### src/rtl/mmio_timer.sv
// mmio_timer: memory-mapped countdown timer with prescaler, auto-reload and level interrupt
module mmio_timer #(
    parameter int CNT_W    = 32,
    parameter int PRESCALE = 1
) (
    input  logic        clk,
    input  logic        rst,
    input  logic        sel,
    input  logic [31:0] addr,
    input  logic [31:0] din,
    input  logic [3:0]  be,
    input  logic        wren,
    output logic [31:0] dout,
    output logic        irq
);
    localparam int PW = PRESCALE > 1 ? $clog2(PRESCALE) : 1;
    typedef enum logic [1:0] {IDLE, LOAD, RUN, HOLD} state_t;
    state_t state, state_nx;
    logic en, auto_rl, ie, done;
    logic [CNT_W-1:0] preset, count;
    logic [PW-1:0] presc;
    logic wr, ctrl_wr, en_rise, en_fall, tick, expire;
    logic [31:0] preset_wr;
    logic unused_addr;
    assign unused_addr = ^{addr[31:4], addr[1:0]};
    assign wr      = sel & wren;
    assign ctrl_wr = wr & (addr[3:2] == 2'd0) & be[0];
    assign en_rise = ctrl_wr & din[0] & ~en;
    assign en_fall = ctrl_wr & ~din[0] & en;
    assign tick    = (state == RUN) && (presc == PW'(PRESCALE - 1));
    assign expire  = tick && (count == '0);
    assign irq     = done & ie;
    always_comb begin
        state_nx = en_fall ? IDLE :
                   ((state == IDLE || state == HOLD) && en_rise) ? LOAD :
                   (state == LOAD) ? RUN :
                   (expire && !auto_rl) ? HOLD : state;
    end
    always_comb begin
        preset_wr = 32'(preset);
        for (int i = 0; i < 4; i++)
            if (be[i]) preset_wr[8*i +: 8] = din[8*i +: 8];
    end
    always_comb begin
        dout = !sel ? 32'h0 :
               (addr[3:2] == 2'd0) ? {29'h0, ie, auto_rl, en} :
               (addr[3:2] == 2'd1) ? 32'(preset) :
               (addr[3:2] == 2'd2) ? 32'(count) : {31'h0, done};
    end
    always_ff @(posedge clk or negedge rst) begin
        if (!rst) begin
            state   <= IDLE;
            en      <= 1'b0;
            auto_rl <= 1'b0;
            ie      <= 1'b0;
            done    <= 1'b0;
            preset  <= '0;
            count   <= '0;
            presc   <= '0;
        end else begin
            state <= state_nx;
            if (ctrl_wr) begin
                en      <= din[0];
                auto_rl <= din[1];
                ie      <= din[2];
            end
            // a one-shot expiry retires EN even if software rewrites EN=1 that cycle
            if (expire && !auto_rl) en <= 1'b0;
            if (wr && addr[3:2] == 2'd1) preset <= CNT_W'(preset_wr);
            if (wr && addr[3:2] == 2'd3 && be[0] && din[0]) done <= 1'b0;
            if (expire) done <= 1'b1;
            if (!en_fall) begin
                if (state == LOAD) begin
                    count <= preset;
                    presc <= '0;
                end else if (state == RUN) begin
                    presc <= tick ? '0 : presc + 1'b1;
                    if (tick) count <= (count != '0) ? count - 1'b1 : auto_rl ? preset : count;
                end
            end
        end
    end
endmodule

### config.mk
export PLATFORM = sky130hd
export DESIGN_NAME = mmio_timer
export DESIGN_NICKNAME = d
export VERILOG_FILES = /design/src/rtl/mmio_timer.sv
export SDC_FILE = /design/constraint.sdc
export NUM_CORES = 1
export LEC_CHECK = 0
export ABC_CLOCK_PERIOD_IN_PS = 7260
export CORE_AREA = 4 4 85 106
export DETAILED_ROUTE_END_ITERATION = 6
export DIE_AREA = 0 0 89 110
export PLACE_DENSITY = 0.89
export SYNTH_ARGS = -nofsm -noshare
export SYNTH_HDL_FRONTEND = slang
export SYNTH_SLANG_ARGS = --single-unit
### constraint.sdc
create_clock -name clk -period 7.26 [get_ports clk]
set_input_delay 2.178 -clock clk [delete_from_list [all_inputs] [get_ports clk]]
set_output_delay 2.178 -clock clk [all_outputs]
set_load 0.02 [all_outputs]
# Word-level counts from Yosys, hierarchy flattened
# Index checks and enable logic that the tools add are counted.
word_totals:
  romBits: 0
  elab_cells: 77
  in_bits: 72
  output_inout_bits: 33
  mem_bits_rw: 0
  regBits: 71
  n_memories: 0
  latch_bits: 0
classes:
  n_eq_ne: 6
  shifts: 0
  n_div: 0
  mul: 0
  order_cmp: 0
  n_mux: 20
  reduce_logical: 26
  n_addsub: 2
  n_bitwise: 12
ops:
  columns: ["op", "count"]
  rows:
  - ["2-to-1 mux 32 bit", 9]
  - ["zero test 32 bit", 1]
  - ["nonzero test 32 bit", 1]
  - ["subtractor 32 x 1 -> 32 bit (second input constant)", 1]
  - ["AND reduction 2 bit", 5]
  - ["AND 1 bit", 8]
  - ["equality test 2 bit (second input constant)", 4]
  - ["logical AND 1 bit", 8]
  - ["2-to-1 mux 2 bit", 4]
  - ["nonzero test 2 bit", 4]
  - ["2-to-1 mux 1 bit", 7]
  - ["equality test 2 x 1 -> 1 bit (second input constant)", 2]
  - ["zero test 2 bit", 2]
  - ["inverter 1 bit", 4]
  - ["AND reduction 4 bit", 1]
  - ["nonzero test 4 bit", 1]
  - ["nonzero test 3 bit", 1]
  - ["adder 1 bit (second input constant)", 1]
  - ["zero test 1 bit", 1]
  - ["logical OR 1 bit", 1]

# Logic depth before layout (Yosys ltp)
logic_depth:
  depth_word: 8
  depth_mapped: 10
  ltp_nobuf: 8

# Least setup slack after synthesis
# Ideal clock, no wire load.
synth_timing:
  kind: "input-to-output"
  startpoint: "in addr[3]"
  endpoint: "out dout[21]"
  stages: 6
  required_ns: 5.082
  n_path_buf: 3
  path_slack_ns: 1.492
  t_arrival_ns: 3.590
  path_cell_list: "clkbuf_1 > nor2b_1 > clkbuf_1 > buf_1 > a22oi_1 > nor2b_1"
synth_via:
  elab_chain_cells: 5
  elab_cells_between_ends: 7
  classes_between: "eq/ne: 2; mux: 4; reduce/logical: 1"
synth_lines:
  columns: ["item", "line", "rtl"]
  rows:
  - ["start: declaration", "9", "input logic [31:0] addr,"]
  - ["equality test 2 bit", "48", "(addr[3:2] == 2'd2) ? 32'(count) : {31'h0, done};"]
  - ["2-to-1 mux 32 bit", "48", null]
  - ["2-to-1 mux 32 bit", "47", "(addr[3:2] == 2'd1) ? 32'(preset) :"]
  - ["2-to-1 mux 32 bit (*)", "46", "(addr[3:2] == 2'd0) ? {29'h0, ie, auto_rl, en} :"]
  - ["2-to-1 mux 32 bit (*)", "45", "dout = !sel ? 32'h0 :"]
  - ["end: declaration", "13", "output logic [31:0] dout,"]
# Every way passes the cells marked *; elsewhere a longest branch is shown, timed or not.

# Final worst setup path
layout_timing:
  startpoint: "in addr[2]"
  endpoint: "out dout[19]"
# The elaborated chain is that of the path after synthesis.

==> metrics.txt <==
Max-slew headroom 14.08%; EDFF count, synth 0; Clock Pin Slew Worst Setup and Hold Paths 70 ps; Worst Skew 8.731 ps; CP dominant cell by count clkdlybuf4s50_1; Pre-antenna DRT Iters 6; leading cell type in the layout, fill and taps excluded clkdlybuf4s50_1; Post-Syn Instances 454; Ys Warns 0; most frequent cells in the layout clkdlybuf4s50_1, dfrtp_1, nor2_1; R2R Setup Slk 4300 ps; Wirelength per Cell 18.11 um; total routed wirelength 11120 um; via/cell ratio 6.298; area grow syn2layout 23.63%; Tmin final 6488 ps; Ant. Diodes 0; Hold WS 528.0 ps; Initial Util 53.46%; DP HPWL 7454 um; Max Cap Viol 0; crit path launch type primary input; Sw Pwr 0.6394 mW; PortBufs 74; Global Route Usage Sum 24.07%; Skew-Pair Late Insertion Delay 360 ps; layout cells sized above 1 13.49%; clock share of power 21.4%; FMAX 154.1 MHz; vias in the first global route 3849; Die W 89 um; RSZ-0062 raised after global routing no; asr flop ratio synth 100.0%; # IOs 105; register area share after synthesis 42.16%; DR iter-0 viols 348; Worst path max stage delay 630 ps; Clock Sink Count 71; Fin Setup TNS 0 ps; critical path's slowest cell clkdlybuf4s50_1; # hold bufs at CTS 0; Reg power frac 41.7%; cell area after synthesis 4214 sq um; clock buffer count from CTS 9; Clock Root Buffer clkbuf_8; WP data arrival 4310 ps; Critical Path RT 5080 ps; area leader, netlist dfrtp_1; combinational share of power 36.8%; CTS tree yes; WS Path Type in2out; final setup fails 0; CTS resizes 0; pin count of the biggest net entering global routing 72; core area 7883 sq um; # Post-CTS Setup Buffers 0; outcome complete, no violations; Die H 110 um; Cell Pwr Density 308.6 nW/um^2; distinct cell type count of the synthesized netlist 51; Pint 0.9685 mW; flops & latches, synth 71; final net count 591; Mapped Nets 531; fillers 623; Longest Clk Path Bufs 2; Final Core Density 66.10%; share of the synthesized area in the top cell type 42.16%; Cell Chain, Critical Path clkdlybuf4s50_1 > nor2b_2 > buf_4 > a22oi_1 > nor2b_1 > clkdlybuf4s50_1; Worst setup EP type primary output; Critical Path Fanout Max 31; switch share 39.77%; post-route clock period utilization 89.36%; number of remaining DRC errors 0; initial antenna violation count 0; Rows 36; syn_area_per_cell 9.282 sq um; Worst-Margin Slew 1289 ps; vias post-DR 3867; ys flop type dfrtp_1; grt ovf 0; gpl congestion 0.8481; worst vdd ir 0.1426 mV; Final Slew Violations 0; Die ar. 9790 sq um; Antenna Nets Post-Route 0; static leakage 2.035 nW; synth top area cells dfrtp_1, mux2_2, a22oi_1; first-pass GRT wire length 18510 um; final hold violations 0; worst min path class reg2reg; htree depth 3
worst max-delay path: cells and delay by family:
kind,cells,cell delay (ps)
buffers and inverters,3,1600
AOI/OAI and AO/OA,1,150
and+or+nand+nor,2,370
worst paths after layout:
kind	depth (start not counted)	startpoint	to
max reg2reg	7	count[6]	count[4]
min	1	presc	presc
max in group asynchronous	2	rst	preset[31]
min in group asynchronous	2	rst	count[21]
min reg2reg	1	presc	presc
max	6	addr[2]	dout[19]
logic make-up after synthesis:
| group | count (synthesis) | synth area share (%) |
|---|---|---|
| and+or+nand+nor | 152 | 19.77 |
| AOI/OAI and AO/OA | 140 | 21.29 |
| DFF | 71 | 42.16 |
| buffers and inverters | 45 | 4.216 |
| muxes | 41 | 11.07 |
| adders and majority gates | 5 | 1.485 |
per-layer routing:
metal  share of wire, %  global-route usage (%)  routed length [um]  up-vias
met5                  0                       0                   0        -
met4                1.9                   10.11                 215        0
met3                5.5                   3.792                 607       22
met2                 53                   40.71                5842      157
met1                 40                   30.45                4454     1893
li1                   -                       -                   -     1795
cell type report:
type / count / area, sq um / share of cell area [%]
sequential: 71 / 1777 / 34.10
inverter: 14 / 52.55 / 1.009
multi-input combinational: 338 / 2268 / 43.54
tap: 95 / 118.9 / 2.281
timing repair buffer: 80 / 780.7 / 14.99
clock inverter: 6 / 85.08 / 1.633
clock buffer: 10 / 127.6 / 2.450
flip-flops by register name, summed over array words and instances (netlist names):
name and cells:
auto_rl 1, count 32, done 1, en 1
ie 1, presc 1, preset 32, state 2
metrics by stage:
step,total power [mW],instance area [sq um],std cells,setup WS [ps]
floorplan,1.060,4214,454,1492
global placement,1.214,4997,598,829.0
detailed placement,1.252,4997,598,793.9
CTS,1.606,5210,614,782.7
global route,1.709,5210,614,613.1
finish,1.608,5210,614,772.5
Yosys cell counts (all sizes together) (2+ instances only):
cell type,n
o22ai,2
mux2,35
a311oi,2
or4,2
nand2,18
clkbuf,24
a21oi,30
or3,3
inv,14
nor2b,31
a22oi,33
nand2b,2
o21ai,45
buf,7
and2,4
nor3b,2
o22a,6
nor2,36
dfrtp,71
nand3,12
nand4,4
nor3,17
nor4,13
mux2i,5
a22o,2
a31oi,6
a2bb2oi,2
and3,5
ha,5
power by group through the flow:
stage	clock, mW	combinational, mW	sequential, mW
after floorplan	0	0.440	0.621
after global placement	0	0.554	0.660
after detailed placement	0	0.580	0.672
after CTS	0.352	0.588	0.666
after global routing	0.369	0.651	0.688
final	0.344	0.592	0.671
Power figures use the tool's default switching activity.
